--- src/rtl/sr_latch_seq_pkg.sv ---
// rtl/sr_latch_seq_pkg.sv - shared state encoding and timing defaults for sr_latch_seq
package sr_latch_seq_pkg;

  localparam int DEF_PULSE_CYC  = 2;
  localparam int DEF_SETTLE_CYC = 1;

  typedef enum logic [2:0] {
    ST_INIT   = 3'd0,
    ST_IDLE   = 3'd1,
    ST_PULSE  = 3'd2,
    ST_SETTLE = 3'd3,
    ST_CHECK  = 3'd4
  } seq_state_e;

  // Timer holds (duration - 1), so the widest duration sets the counter width.
  function automatic int cyc_w(input int a, input int b);
    int m;
    m = (a > b) ? a : b;
    return (m < 2) ? 1 : $clog2(m);
  endfunction

endpackage

--- src/rtl/sr_seq_timer.sv ---
// rtl/sr_seq_timer.sv - loadable down-counter with zero flag for INIT/PULSE/SETTLE durations
module sr_seq_timer #(
  parameter int           W       = 1,
  parameter logic [W-1:0] RST_VAL = '0
) (
  input  logic         clk,
  input  logic         rst_n,
  input  logic         load,
  input  logic [W-1:0] load_val,
  output logic         zero
);

  logic [W-1:0] count;

  always_ff @(posedge clk or negedge rst_n) begin
    if (!rst_n) begin
      count <= RST_VAL;
    end else if (load) begin
      count <= load_val;
    end else if (count != '0) begin
      count <= count - 1'b1;
    end
  end

  assign zero = (count == '0);

endmodule

--- src/rtl/sr_latch_seq.sv ---
// rtl/sr_latch_seq.sv - write sequencer for a NAND SR latch bank; SR_SEQ_VERIFY_EN adds readback check
module sr_latch_seq
  import sr_latch_seq_pkg::*;
#(
  parameter int N_LATCH    = 8,
  parameter int ADDR_W     = 3,
  parameter int PULSE_CYC  = DEF_PULSE_CYC,
  parameter int SETTLE_CYC = DEF_SETTLE_CYC
) (
  input  logic               clk,
  input  logic               rst_n,
  input  logic               req_valid,
  output logic               req_ready,
  input  logic [ADDR_W-1:0]  req_addr,
  input  logic               req_data,
  output logic [N_LATCH-1:0] s_bar,
  output logic [N_LATCH-1:0] r_bar,
  input  logic [N_LATCH-1:0] q_in,
  output logic               done,
  output logic               err
);

  localparam int                 TMR_W = cyc_w(PULSE_CYC, SETTLE_CYC);
  localparam logic [TMR_W-1:0]   PULSE_LD  = TMR_W'(PULSE_CYC - 1);
  localparam logic [TMR_W-1:0]   SETTLE_LD = TMR_W'(SETTLE_CYC - 1);
  localparam logic [ADDR_W:0]    N_LIM = N_LATCH[ADDR_W:0];
  localparam logic [N_LATCH-1:0] ONE   = {{(N_LATCH-1){1'b0}}, 1'b1};

  seq_state_e          state, state_d;
  logic [ADDR_W-1:0]   addr_q, addr_d;
  logic                data_q, data_d;
  logic                ok_q, ok_d;
  logic                err_d, done_d, ready_d;
  logic [N_LATCH-1:0]  s_bar_d, r_bar_d, sel_d;
  logic                tmr_load, tmr_zero;
  logic [TMR_W-1:0]    tmr_val;
  logic                req_in_range;

  // The timer comes out of reset already loaded with the INIT duration.
  sr_seq_timer #(
    .W       (TMR_W),
    .RST_VAL (PULSE_LD)
  ) u_timer (
    .clk      (clk),
    .rst_n    (rst_n),
    .load     (tmr_load),
    .load_val (tmr_val),
    .zero     (tmr_zero)
  );

  assign req_in_range = ({1'b0, req_addr} < N_LIM);

`ifdef SR_SEQ_VERIFY_EN
  logic [N_LATCH-1:0] sel_q;
  logic               q_bit;
  assign sel_q = ok_q ? (ONE << addr_q) : '0;
  assign q_bit = |(q_in & sel_q);
`else
  logic unused_q_in;
  assign unused_q_in = ^q_in;
`endif

  always_comb begin
    state_d  = state;
    addr_d   = addr_q;
    data_d   = data_q;
    ok_d     = ok_q;
    err_d    = err;
    done_d   = 1'b0;
    tmr_load = 1'b0;
    tmr_val  = '0;
    case (state)
      ST_INIT: begin
        if (tmr_zero) state_d = ST_IDLE;
      end
      ST_IDLE: begin
        if (req_valid && req_ready) begin
          addr_d   = req_addr;
          data_d   = req_data;
          ok_d     = req_in_range;
          err_d    = err | ~req_in_range;
          state_d  = ST_PULSE;
          tmr_load = 1'b1;
          tmr_val  = PULSE_LD;
        end
      end
      ST_PULSE: begin
        if (tmr_zero) begin
          state_d  = ST_SETTLE;
          tmr_load = 1'b1;
          tmr_val  = SETTLE_LD;
        end
      end
      ST_SETTLE: begin
        if (tmr_zero) begin
`ifdef SR_SEQ_VERIFY_EN
          state_d = ST_CHECK;
`else
          state_d = ST_IDLE;
          done_d  = 1'b1;
`endif
        end
      end
`ifdef SR_SEQ_VERIFY_EN
      ST_CHECK: begin
        state_d = ST_IDLE;
        done_d  = 1'b1;
        if (ok_q && (q_bit != data_q)) err_d = 1'b1;
      end
`endif
      default: state_d = ST_INIT;
    endcase

    // Bars are decoded from the next state so they register in step with it.
    sel_d   = ok_d ? (ONE << addr_d) : '0;
    s_bar_d = '1;
    r_bar_d = '1;
    if (state_d == ST_INIT) begin
      r_bar_d = '0;
    end else if (state_d == ST_PULSE) begin
      if (data_d) s_bar_d = ~sel_d;
      else        r_bar_d = ~sel_d;
    end
    ready_d = (state_d == ST_IDLE);
  end

  always_ff @(posedge clk or negedge rst_n) begin
    if (!rst_n) begin
      state     <= ST_INIT;
      addr_q    <= '0;
      data_q    <= 1'b0;
      ok_q      <= 1'b0;
      s_bar     <= '1;
      r_bar     <= '0;
      req_ready <= 1'b0;
      done      <= 1'b0;
      err       <= 1'b0;
    end else begin
      state     <= state_d;
      addr_q    <= addr_d;
      data_q    <= data_d;
      ok_q      <= ok_d;
      s_bar     <= s_bar_d;
      r_bar     <= r_bar_d;
      req_ready <= ready_d;
      done      <= done_d;
      err       <= err_d;
    end
  end

endmodule

--- config.mk ---
export PLATFORM = sky130hd
export DESIGN_NAME = sr_latch_seq
export DESIGN_NICKNAME = d
export VERILOG_FILES = /design/src/rtl/sr_latch_seq_pkg.sv /design/src/rtl/sr_seq_timer.sv /design/src/rtl/sr_latch_seq.sv
export SDC_FILE = /design/constraint.sdc
export NUM_CORES = 1
export LEC_CHECK = 0
export CAP_MARGIN = 5
export CELL_PAD_IN_SITES_DETAIL_PLACEMENT = 2
export CELL_PAD_IN_SITES_GLOBAL_PLACEMENT = 2
export CORE_ASPECT_RATIO = 1.75
export CORE_MARGIN = 2
export CORE_UTILIZATION = 33
export DETAILED_ROUTE_END_ITERATION = 6
export DONT_BUFFER_PORTS = 1
export HOLD_SLACK_MARGIN = 0.05
export PLACE_DENSITY_LB_ADDON = 0.25
export SYNTH_ARGS = -nofsm -noshare
export SYNTH_HDL_FRONTEND = slang
export SYNTH_SLANG_ARGS = --single-unit
--- constraint.sdc ---
create_clock -name clk -period 1.45 [get_ports clk]
set_clock_uncertainty 0.1 [all_clocks]
set_input_delay 0.29 -clock clk [delete_from_list [all_inputs] [get_ports clk]]
set_output_delay 0.29 -clock clk [all_outputs]
set_load 0.005 [all_outputs]
# After elaboration in Yosys (flattened, before gate mapping)
# Index checks and enable logic that the tools add are counted.
totals:
  ff_bits: 27
  inputBits: 15
  output_inout_bits: 19
op_classes:
  addsub: 1
  n_eq_ne: 5
  n_shift: 1
  muxes: 24
  bitwise: 1
  reduce_logical: 4
op_table:
  columns: ["cell", "count"]
  rows:
  - ["$mux 8", 7]
  - ["$mux 3", 5]
  - ["$mux 1", 10]
  - ["$eq 3x2->1 const B", 3]
  - ["$pmux 3 s3", 1]
  - ["$not 8->8", 1]
  - ["$shl 1x3->8 const A", 1]
  - ["$eq 3x1->1 const B", 2]
  - ["$logic_not 3->1", 2]
  - ["$pmux 1 s2", 1]
  - ["$reduce_or 2->1", 1]
  - ["$logic_and 1x1->1", 1]
  - ["$sub 1x1->1 const B", 1]

# Longest topological paths before layout
logic_depth:
  word_depth: 9
  mapped_depth: 6
  ltp_nobuf: 5

# Cells and area by module
# Synthesis repeated with hierarchy kept, for this count alone.
unflattened:
  cells_unflattened: 107
  hier_area_um2: 1152.4
modules_own_cells:
  columns: ["module", "n_inst", "cells_each", "area_per_inst_um2", "seq_area_each_um2"]
  rows:
  - ["sr_latch_seq", 1, 104, 1116.1, 660.6]
  - ["sr_seq_timer", 1, 3, 36.3, 26.3]

# Worst setup path after synthesis
# OpenSTA, ideal clock, no wires.
synth_path:
  kind: "register to register"
  from: "reg state[1]"
  to: "reg r_bar[4]"
  setup_ps: 127
  arrival_ps: 1313
  required_ps: 1223
  setup_slack_ps: -90
  stages_incl_launch_ff: 5
  path_buffers: 0
  synth_period_minus_slack_ps: 1540
  cell_sequence: "dfrtp_1 nand4b_4 or3_4 o311ai_2 nand2_1"
synth_between:
  elab_chain_len: 8
synth_lines:
  columns: ["item", "line", "text"]
  rows:
  - ["start: declaration", "sr_latch_seq.sv:29", "seq_state_e state, state_d;"]
  - ["start signal: assignment", "sr_latch_seq.sv:139", "state <= state_d;"]
  - ["$eq 3x1->1", "sr_latch_seq.sv:72", "case (state)"]
  - ["$mux 3", "sr_latch_seq.sv:72", null]
  - ["$shl 1x3->8", "sr_latch_seq.sv:115", "sel_d = ok_d ? (ONE << addr_d) : '0;"]
  - ["$mux 8", "sr_latch_seq.sv:115", null]
  - ["$not 8->8", "sr_latch_seq.sv:122", "else r_bar_d = ~sel_d;"]
  - ["$mux 8", "sr_latch_seq.sv:121", "if (data_d) s_bar_d = ~sel_d;"]
  - ["$mux 8", "sr_latch_seq.sv:120", "end else if (state_d == ST_PULSE) begin"]
  - ["$mux 8 *", "sr_latch_seq.sv:118", "if (state_d == ST_INIT) begin"]
  - ["via r_bar_d[4]", "sr_latch_seq.sv:34", "logic [N_LATCH-1:0] s_bar_d, r_bar_d, sel_d;"]
  - ["end signal: assignment", "sr_latch_seq.sv:144", "r_bar <= r_bar_d;"]
  - ["end: declaration", "sr_latch_seq.sv:17", "output logic [N_LATCH-1:0] r_bar,"]
# The timed path passes the listed nets; every way through them passes the cells marked *.

# Final worst setup path
layout_path:
  from: "reg state[1]"
  to: "reg r_bar[0]"
# The elaborated chain is that of the path after synthesis.

==> run_results.csv <==
group,metric,value,unit
run_status,status,"finished, violations left",
run_status,violations,"setup timing",
synthesis,synth.avg_cell_area,10.2,sq um
placement,gp_congestion,0.750,
grt,grt_pass1_wl,6.54,mm
grt,antenna_found_initial,0,
critical_path,crit_path_end,"r_bar[0]",
clock_tree,cts_buffer_depth,2,
sta,min_period,1.62,ns
pwr,switchingPower,0.613,mW
clock_tree,htreeDepth,1,
sta,period_share,112,%
grt,grt_max_degree,28,
job,max_cap_viol_count,0,
clock_tree,cts.sinks,27,
route,drt-vias-per-instance,5.59,
pwr,vdd_drop_max,489,uV
synthesis,synth_area,1240,sq um
clock_tree,cts_tree,"yes",
critical_path,slowest_delay,0.43,ns
layout,fin_cells,194,
synthesis,synth_common_cells,"nand2_1 (23), dfrtp_1 (18), o21ai_1 (11)",
placement,dpl_cell_area,1400,sq um
route,detail_route.wl_per_cell,23.6,microns
clock_tree,clk_latency,0.27,ns
grt,grt_pass1_vias,1214,
placement,pre_cts_ws,-0.202,ns
route,drtIter0Drc,18,
floorplan,num_io_pins,34,
synthesis,ys_seq_area_share,55.5,%
synthesis,synth_top_cell_by_area,"dfrtp_1",
sta,fmax,616,MHz
critical_path,critical_path_arrival,1.67,ns
floorplan,num_rows,29,
floorplan,die_h,85.1,microns
placement,dpl.hpwl,2.66,mm
critical_path,cp_top_family,"simple AND/OR/NAND/NOR gates",
sta,hold_violations,0,
layout,syn2layout_area_growth,46.1,%
synthesis,synth-edff-count,0,
worst_hold_path,hold_path.class,"input pin to flip-flop",
synthesis,synth_top_cell_area_share,36.4,%
layout,fin_nets,164,
floorplan,die_w,50.3,microns
route,ant_nets,0,
layout,fin_util,49.9,%
critical_path,worst_setup_path_end_kind,"flip-flop",
critical_path,required,1.49,ns
floorplan,dieArea,4280,sq um
synthesis,async_flop_share,100,%
floorplan,core_area,3630,sq um
pwr,leakage,0.731,nW
layout,antenna_cells,0,
clock_tree,clkSlewWorstSetupHoldPaths,0.09,ns
route,firstDrtPassIters,4,
critical_path,reg2reg_slack,-0.17,ns
synthesis,synthDistinctLibCells,34,
layout,layout-drive-gt1-share,46.6,%
sta,fin_ws,-0.174,ns
critical_path,rr_startpoint,"state[1]",
placement,port_buffers,0,
placement,dp.cells,180,
floorplan,initial_core_util,34.1,%
route,vias,1085,
pwr,switching_share,33.2,%
critical_path,crit_fanout,5,
critical_path,critPathLaunch,"state[1]",
sta,fin_setup_tns,-1.61,ns
critical_path,path_class,"flip-flop to flip-flop",
synthesis,yosys-top-cells-area,"dfrtp_1 (36%), dfstp_2 (19%), nand2_1 (7.0%)",
critical_path,cp_slowest_cell,"or3_4",
critical_path,ff2ff_path_depth,4,
grt,track_usage,20.9,%
pwr,p_comb_share,25.7,%
route,remaining_drc_errors,0,
critical_path,r2r-end,"r_bar[0]",
pwr,seqPwrFrac,51.0,%
sta,hold_slack,0.0885,ns
sta,setup_viol,18,
route,wirelength,4.57,mm
sta,slew_violations,0,
critical_path,crit_path_start_kind,"flip-flop",
sta,grt_setup_unrepaired,"true",
critical_path,crit_cells,4,
critical_path,crit_buf_inv,0,
critical_path,cp_cell_sequence,"nand4b_4, or3_4, o311ai_4, nand2_1",
synthesis,postSynthCellCount,122,
layout,fin_area,1810,sq um
synthesis,yosysMostFrequentCell,"nand2_1",
pwr,power_density,1020,nW/um^2
clock_tree,cts_buffers,3,
synthesis,ys_warn_count,0,
grt,grt.overflow.total,0,
pwr,p_clk_share,23.3,%
clock_tree,cts_root_buf,"clkbuf_8",
synthesis,yosys_most_used_dff,"dfrtp_1",
pwr,total_power,1.85,mW
synthesis,synth-seq-cells,27,
pwr,p_int,1.23,mW
[worst min path at each step]
stage                start         to  slack (ns)  cells past startpoint
2_1_floorplan        rst_n  addr_q[0]       -0.11                      0
6_report       req_addr[1]   r_bar[1]        0.09                      2
3_5_place_dp         rst_n  addr_q[2]       -0.10                      0
3_3_place_gp         rst_n  addr_q[2]       -0.10                      0
4_1_cts        req_addr[1]   r_bar[4]        0.10                      2
5_1_grt           req_data   s_bar[6]        0.09                      2
[power groups by stage]
stage | sequential, mW | combinational, mW | clock (mW)
6_report | 0.940 | 0.475 | 0.430
5_1_grt | 0.947 | 0.517 | 0.468
4_1_cts | 0.921 | 0.366 | 0.437
3_5_place_dp | 0.934 | 0.281 | 0
3_3_place_gp | 0.927 | 0.263 | 0
2_1_floorplan | 0.880 | 0.235 | 0
[per-layer routing]
metal / GRT usage (%) / up-vias / part of all wire [%]
li1: - / 474 / -
met1: 19.3 / 575 / 30
met2: 42.8 / 28 / 65
met3: 1.41 / 8 / 2.2
met4: 10.6 / 0 / 2.4
met5: 0 / - / 0
[placed cells by master, fill, tap and decap left out, types with 4 or more instances in the layout]
cell type / instances
inv_1: 5
nor2_1: 5
o21ai_1: 5
dfstp_2: 9
buf_4: 14
nor3b_1: 4
dfrtp_1: 17
nand2_1: 19
o21ai_0: 4
buf_6: 9
nand2_2: 4
[layout make-up]
type / instances / area (sq um)
inverters: 7 / 32.5
well taps: 46 / 57.6
fillers: 375 / 1820
repair buffers: 28 / 277
flip-flops and latches: 27 / 688
multi-input cells: 82 / 709
clock buffers: 4 / 45.0
[sequential cells by signal, summed over array words and instances, names as in the netlist, 3 cells and up]
signal  flops
r_bar       8
s_bar       8
addr_q      3
state       3
[cell families (layout without fill, tap and decap cells)]
group | Yosys count | in the layout | synth area share, %
and+or+nand+nor | 49 | 49 | 21.8
AOI/OAI and AO/OA | 30 | 30 | 16.8
DFF | 27 | 27 | 55.5
buffers and inverters | 14 | 39 | 4.95
other | 1 | 2 | 0.303
xor gates and xnor gates | 1 | 1 | 0.707
[timing repair]
item / CTS / global route
hold endpoints to repair: 29 / 0
buffers inserted: 5 / 1
pin swaps: 2 / 6
hold buffers: 4 / 0
setup endpoints to repair: 20 / 21
gates resized for setup: 18 / 29
gates cloned: 0 / 0
Power figures use the tool's default switching activity.
